File: src/rtl/apb_req_master.sv
// APB requester: takes one read/write request on a valid/ready port, runs the
// APB SETUP/ACCESS sequence, and returns PRDATA/PSLVERR on a valid/ready
// response port. An ACCESS phase that stalls too long is aborted with err=1.
//
// Handshakes: a request transfers on a rising HCLK edge where req_valid_i and
// req_ready_o are both 1. A response transfers on an edge where rsp_valid_o and
// rsp_ready_i are both 1. rsp_valid_o/rsp_rdata_o/rsp_err_o stay stable until
// that edge. Only one transfer is outstanding at a time.
module apb_req_master #(
  parameter int APB_ADDR_WIDTH = 12,
  parameter int TIMEOUT_CYCLES = 16
) (
  input  logic                      HCLK,
  input  logic                      HRESETn,
  input  logic                      req_valid_i,
  output logic                      req_ready_o,
  input  logic [APB_ADDR_WIDTH-1:0] req_addr_i,
  input  logic [31:0]               req_wdata_i,
  input  logic                      req_write_i,
  output logic                      rsp_valid_o,
  input  logic                      rsp_ready_i,
  output logic [31:0]               rsp_rdata_o,
  output logic                      rsp_err_o,
  output logic [APB_ADDR_WIDTH-1:0] PADDR,
  output logic [31:0]               PWDATA,
  output logic                      PWRITE,
  output logic                      PSEL,
  output logic                      PENABLE,
  input  logic [31:0]               PRDATA,
  input  logic                      PREADY,
  input  logic                      PSLVERR,
  output logic [1:0]                dbg_state
);

  // A zero timeout disables the abort, but the counter keeps one bit so the
  // declarations stay legal.
  localparam int CNT_W = (TIMEOUT_CYCLES == 0) ? 1 : $clog2(TIMEOUT_CYCLES + 1);
  localparam logic [CNT_W-1:0] CNT_MAX   = {CNT_W{1'b1}};
  localparam logic [CNT_W-1:0] CNT_LIMIT = CNT_W'(TIMEOUT_CYCLES);

  typedef enum logic [1:0] {
    ST_IDLE   = 2'd0,
    ST_SETUP  = 2'd1,
    ST_ACCESS = 2'd2,
    ST_RESP   = 2'd3
  } state_t;

  state_t                    state_q, state_n;
  logic [CNT_W-1:0]          wait_q, wait_n;
  logic [31:0]               rdata_n;
  logic                      err_n;
  logic [APB_ADDR_WIDTH-1:0] addr_n;
  logic [31:0]               wdata_n;
  logic                      write_n;

  assign req_ready_o = (state_q == ST_IDLE);
  assign dbg_state   = state_q;

  // Next-state logic plus next values of every registered output.
  always_comb begin
    state_n = state_q;
    wait_n  = wait_q;
    rdata_n = rsp_rdata_o;
    err_n   = rsp_err_o;
    addr_n  = PADDR;
    wdata_n = PWDATA;
    write_n = PWRITE;
    case (state_q)
      ST_IDLE: begin
        if (req_valid_i) begin
          state_n = ST_SETUP;
          wait_n  = '0;
          addr_n  = req_addr_i;
          wdata_n = req_wdata_i;
          write_n = req_write_i;
        end
      end
      ST_SETUP: begin
        state_n = ST_ACCESS;
      end
      ST_ACCESS: begin
        if (PREADY) begin
          // A ready slave wins over a timeout firing in the same cycle.
          state_n = ST_RESP;
          rdata_n = PWRITE ? 32'h0 : PRDATA;
          err_n   = PSLVERR;
        end else begin
          if (wait_q != CNT_MAX) wait_n = wait_q + CNT_W'(1);
          if ((TIMEOUT_CYCLES != 0) && (wait_n == CNT_LIMIT)) begin
            state_n = ST_RESP;
            rdata_n = 32'h0;
            err_n   = 1'b1;
          end
        end
      end
      ST_RESP: begin
        if (rsp_ready_i) state_n = ST_IDLE;
      end
      default: state_n = ST_IDLE;
    endcase
  end

  // State and wait-counter registers.
  always_ff @(posedge HCLK) begin
    if (!HRESETn) begin
      state_q <= ST_IDLE;
      wait_q  <= '0;
    end else begin
      state_q <= state_n;
      wait_q  <= wait_n;
    end
  end

  // Registered APB and response outputs, decoded from the next state.
  always_ff @(posedge HCLK) begin
    if (!HRESETn) begin
      PADDR       <= '0;
      PWDATA      <= '0;
      PWRITE      <= 1'b0;
      PSEL        <= 1'b0;
      PENABLE     <= 1'b0;
      rsp_valid_o <= 1'b0;
      rsp_rdata_o <= '0;
      rsp_err_o   <= 1'b0;
    end else begin
      PADDR       <= addr_n;
      PWDATA      <= wdata_n;
      PWRITE      <= write_n;
      PSEL        <= (state_n == ST_SETUP) || (state_n == ST_ACCESS);
      PENABLE     <= (state_n == ST_ACCESS);
      rsp_valid_o <= (state_n == ST_RESP);
      rsp_rdata_o <= rdata_n;
      rsp_err_o   <= err_n;
    end
  end

endmodule

File: config.mk
export PLATFORM = sky130hd
export DESIGN_NAME = apb_req_master
export DESIGN_NICKNAME = d
export VERILOG_FILES = /design/src/rtl/apb_req_master.sv
export SDC_FILE = /design/constraint.sdc
export NUM_CORES = 1
export LEC_CHECK = 0
export BUFFER_PORTS_ARGS = -buffer_cell sky130_fd_sc_hd__buf_2
export CAP_MARGIN = 20
export CORE_MARGIN = 2
export CORE_UTILIZATION = 47
export CTS_CLUSTER_DIAMETER = 60
export CTS_CLUSTER_SIZE = 14
export DETAILED_ROUTE_END_ITERATION = 10
export GPL_TIMING_DRIVEN = 0
export HOLD_SLACK_MARGIN = 0.02
export PLACE_DENSITY = 0.8
export SETUP_SLACK_MARGIN = 0.5
export SLEW_MARGIN = 40
export SYNTH_ARGS = -nofsm -noshare
export SYNTH_HDL_FRONTEND = slang
export SYNTH_SLANG_ARGS = --single-unit
File: constraint.sdc
create_clock -name HCLK -period 2.1 [get_ports HCLK]
set_input_delay 0.315 -clock HCLK [delete_from_list [all_inputs] [get_ports HCLK]]
set_output_delay 0.315 -clock HCLK [all_outputs]
set_load 0.05 [all_outputs]
**Word level (Yosys, flattened, before mapping)**

Cells that the tools add are included.

- Output and inout port bits: 84
- Input port bits: 83
- Flip-flop bits (word level): 88
- Logic and storage cells: 44

- Add/subtract/negate cells: 1
- Equality and inequality tests: 10
- Reduce and logical (&&, ||, !) cells: 7
- Muxes and demuxes: 16

Operator list:

| operator | number |
|---|---|
| two-way mux 32 bit | 3 |
| two-way mux 5 bit | 5 |
| case mux 5 bit (2 select lines) | 1 |
| equality test 2 bit (second input constant) | 4 |
| two-way mux 2 bit | 4 |
| case mux 2 bit (4 select lines) | 1 |
| adder 5 x 1 -> 5 bit (second input constant) | 1 |
| equality test 5 bit (second input constant) | 1 |
| != test 5 bit (second input constant) | 1 |
| equality test 2 x 1 -> 1 bit (second input constant) | 2 |
| != test 2 bit (second input constant) | 2 |
| AND reduction 2 bit | 2 |
| nonzero test 2 bit | 2 |
| AND reduction 3 bit | 1 |
| zero test 2 bit | 1 |
| two-way mux 1 bit | 2 |
| logical OR 1 bit | 1 |

**Depth between registers and ports, before layout**

- Depth in word-level cells: 10
- Mapped depth: 7
- Gate-level depth less buffers: 7

**Worst setup path after synthesis**

Ideal clock, no wire load.

- Path kind: reg-to-reg
- Start: reg state_q[0] (netlist: dbg_state[0])
- End: reg PADDR[0]
- Stages on the path, launching flop included: 8
- Period minus slack after synthesis: 2190 ps
- Arrival: 2068 ps
- Path buffers: 3
- Path slack: -90 ps
- Library setup time: 123 ps
- Required time: 1977 ps
- Cells stage by stage: dfxtp_1 buf_4 nor2_1 nand2_1 buf_2 buf_2 nand2_1 a21boi_0

- Word-level cells in the longest chain between the ends: 2

Ends and longest elaborated chain:

| element | line | source |
|---|---|---|
| start, declared | 48 | `state_t state_q, state_n;` |
| start signal, assigned | 109 | `state_q <= state_n;` |
| zero test 2 bit | -- |  |
| via req_ready_o | 16 | `output logic req_ready_o,` |
| AND reduction 2 bit (no source line) | -- |  |
| end signal, assigned | 126 | `PADDR <= addr_n;` |
| end, declared | 24 | `output logic [APB_ADDR_WIDTH-1:0] PADDR,` |

The timed path passes the listed nets, and every way through them passes these cells.
A chain may end at the register's enable or synchronous reset.

**Worst setup path in the final report**

- Start: reg wait_q[1]
- End: reg rsp_rdata_o[10]

- Word-level cells in the longest chain between the ends: 7
- Elaborated cells on any way between the ends: 8
- Those cells by class: add/sub: 1; eq/ne: 2; mux: 3; reduce/logical: 2

Ends and longest elaborated chain:

| element | line | source |
|---|---|---|
| start, declared | 49 | `logic [CNT_W-1:0] wait_q, wait_n;` |
| start signal, assigned | 110 | `wait_q <= wait_n;` |
| adder 5 x 1 -> 5 bit or != test 5 bit (tied branches) | 88 | `if (wait_q != CNT_MAX) wait_n = wait_q + CNT_W'(1);` |
| two-way mux 5 bit (*) | 88 |  |
| two-way mux 5 bit (*) | 82 | `if (PREADY) begin` |
| two-way mux 5 bit (*) | 68 | `case (state_q)` |
| equality test 5 bit (*) | 89 | `if ((TIMEOUT_CYCLES != 0) && (wait_n == CNT_LIMIT)) begin` |
| nonzero test 2 bit (no source line) (*) | -- |  |
| AND reduction 2 bit (no source line) (*) | -- |  |
| end signal, assigned | 132 | `rsp_rdata_o <= rdata_n;` |
| end, declared | 22 | `output logic [31:0] rsp_rdata_o,` |

Mark *: on every way between the ends. The rest lies on a longest branch, timed or not. The select of a mux whose other input is x is not followed.

==> metrics.md <==
| Metric | Value |
|---|---|
| Congestion Overflow GR | `0` |
| Setup TNS | `0 ns` |
| Cells after synthesis | `approximately 420` |
| Least-Margin Pin Slew | `0.516 ns` |
| Vias in the first global route | `roughly 3.5k` |
| RSZ-0062 raised after global routing | `yes` |
| Async set-reset flop share out of synthesis | `0%` |
| Max-Cap Viols | `0` |
| Total GRT Usage | `between 20% and 30%` |
| I/O pin count | `167` |
| Register area share after synthesis | `between 40% and 50%` |
| Filler instances | `650` |
| Gpl congestion | `0.809` |
| Final Hold Fails | `0` |
| Final setup vio count | `0` |
| Via count | `3763` |
| CP max-delay cell | `dfxtp_4` |
| Crit path cell chain | `ha_4, and4b_1, a32oi_2, buf_4, nor2_4, buf_12, buf_8, o21ai_2` |
| CTS tree | `done` |
| Reg-to-reg startpoint | `wait_q[1]` |
| Hold path startpoint | `PRDATA[15]` |
| Max-slew violations | `0` |
| Critical path class | `flop to flop` |
| CTS H-tree lvls | `3` |
| Mapped Area | `between 3000 and 4000 um2` |
| DRT antenna net count | `0` |
| Fin crit period | `1.81 ns` |
| Mean Syn Cell Area | `8.96 um2` |
| Starting Density | `48.4%` |
| Top post-synthesis cells by count | `nand2_1, dfxtp_1, a21boi_0` |
| CTS sink count | `88` |
| Cell variety after synth | `38` |
| Clock transition at path regs | `0.09 ns` |
| Synth warn | `0` |
| Crit end category | `flop` |
| Die X | `between 90 and 100 um` |
| Post-synth top area cell | `dfxtp_1` |
| First-pass GRT wire length | `16.9 mm` |
| Clock root cell | `clkbuf_8` |
| Top-area cell type share of the netlist area | `47.1%` |
| Drt via density | `5.29` |
| Run status | `completed` |
| Crit-path max cell delay | `0.37 ns` |
| Leak | `2.36 nW` |
| Critical Path AT | `2.11 ns` |
| Post-DP HPWL | `7.45 mm` |
| Crit path max fanout | `7` |
| Hold Crit Class | `input port to flop` |
| Row Count | `32` |
| Critical Path RT | `2.40 ns` |
| Worst vdd ir | `about 0.42 mV` |
| CTS buffer count | `9` |
| Antenna diode count | `0` |
| Hold_buf cts | `0` |
| Startpoint types | `flop` |
| Fraction of layout cells with a size suffix above 1 | `42.4%` |
| Die area | `between 8000 and 9000 um2` |
| Worst Skew | `0.0115 ns` |
| Syn Nets | `approximately 500` |
| Design Power | `approximately 0.0044 W` |
| Worst skew pair latency | `0.36 ns` |
| Iter 0 DRT Violations | `199` |
| Total Wirelength | `about 11 mm` |
| Power Dens Cells | `841 nW/um2` |
| Period utilization | `a little under nine tenths` |
| PortBufs | `166` |
| NumNets Final | `689` |
| Area grow syn2layout | `40.6%` |
| Most common cell in the netlist | `nand2_1` |
| Antenna violations before repair | `0` |
| Min-Delay Path Depth | `3` |
| Die H | `93.2 um` |
| Slew margin rel. | `approximately two thirds` |
| Main synth FF type | `dfxtp_1` |
| Crit path from | `wait_q[1]` |
| Longest Clk Path Bufs | `2` |
| DRC | `0` |
| Core box area | `between 7000 and 8000 um2` |
| Largest net degree at the start of global routing | `17` |
| Number of flops mapped to enable cells by yosys | `0` |
| R2R depth | `8` |
| F_max | `~550 MHz` |
| DR pass1 iterations | `4` |
| Top area cells in the synthesized netlist | `dfxtp_1, nand2_1, a21boi_0, a32oi_1, nand3b_1` |
| #FFs+latches synth | `between 80 and 90` |
| Per-cell routed wire length | `15.4 um` |
[registers in the layout, summed over array words and instances (netlist names)]
signal,count
PWDATA,32
rsp_rdata_o,32
PADDR,12
wait_q,5
dbg_state,2
PENABLE,1
PSEL,1
PWRITE,1
rsp_err_o,1
rsp_valid_o,1
[worst max-delay path, delay by kind of cell, from the launching register on]
| family | cells | cell delay (ns) |
|---|---|---|
| compound gates | 2 | 0.38 |
| simple gates | 2 | 0.25 |
| buf+inv | 3 | 0.47 |
| fa+ha+maj | 1 | 0.27 |
| flops | 1 | 0.37 |
[cells in the final DEF, fill, tap and decap left out, drive strengths merged, types with 2 or more instances in the layout]
cell / synthesis / final
nor3b: 3 / 3
nand2: 100 / 100
nand2b: 2 / 2
nor2b: 4 / 4
buf: 21 / 196
and2: 2 / 2
a32oi: 33 / 33
clkbuf: 19 / 28
dfxtp: 88 / 88
nand4: 2 / 2
nand3b: 32 / 32
o21ai: 35 / 35
o311a: 2 / 2
bufinv: 0 / 3
and4b: 4 / 4
a22oi: 2 / 2
and3: 2 / 2
ha: 2 / 2
a21boi: 46 / 46
inv: 2 / 5
o22ai: 2 / 2
nor2: 5 / 6
[report_power, final]
part | switching, W | total, W | leakage [nW] | internal, W
sequential | 0.0000703 | 0.00186 | 0.721 | 0.00179
combinational | 0.000786 | 0.00110 | 1.52 | 0.000314
clock | 0.000654 | 0.00146 | 0.121 | 0.000803
total | 0.00151 | 0.00442 | 2.36 | 0.00291
[stage by stage]
| stage | util [%] | setup slack (ns) | hold slack (ns) | instance area (um2) | cells |
|---|---|---|---|---|---|
| floorplan | - | 0.520 | 0.434 | 3770 | 417 |
| global placement | 61.2 | 0.409 | 0.440 | 4730 | 685 |
| detailed placement | 61.2 | 0.357 | 0.449 | 4730 | 685 |
| CTS | 66.3 | 0.383 | 0.156 | 5120 | 710 |
| global route | 68.0 | 0.260 | 0.163 | 5260 | 711 |
| finish | 68.0 | 0.290 | 0.156 | 5260 | 711 |
[final cells by class]
class                           count  area [um2]  share of cell area [%]
Buffer                             40         224                    4.26
Clock buffer                        9         124                    2.36
Clock inverter                      7         124                    2.36
Inverter                            2        7.51                   0.143
Multi-Input combinational cell    288        1940                    36.8
Sequential cell                    88        1770                    33.8
Tap cell                          102         128                    2.43
Timing Repair Buffer              175         940                    17.9
[routing by layer]
| metal | global-route usage (%) | wire length [um] |
|---|---|---|
| met1 | 30.1 | 4720 |
| met2 | 41.5 | 5450 |
| met3 | 4.59 | 533 |
| met4 | 10.5 | 264 |
| met5 | 0 | 0 |
[worst paths after layout]
check	endpoint	slack [ns]
worst min-delay path	rsp_rdata_o[15]	0.16
worst max register to register	rsp_rdata_o[10]	0.29
worst min register to register	PWDATA[14]	0.46
worst max-delay path	rsp_rdata_o[10]	0.29
[repair_timing]
action / 4_1_cts / 5_1_grt
endpoints found under the setup margin: 37 / 68
setup buffers: 5 / 1
cloned: 4 / 0
pin swaps: 24 / 15
resized for setup: 18 / 37
[cell families after synthesis]
logic type      Yosys count  synth area share [%]
simple gates            157                  21.5
compound gates          127                  24.5
flops                    88                  47.1
buf+inv                  42                  5.89
fa+ha+maj                 2                 0.669
mux                       1                 0.268
Power figures use the tool's default switching activity.
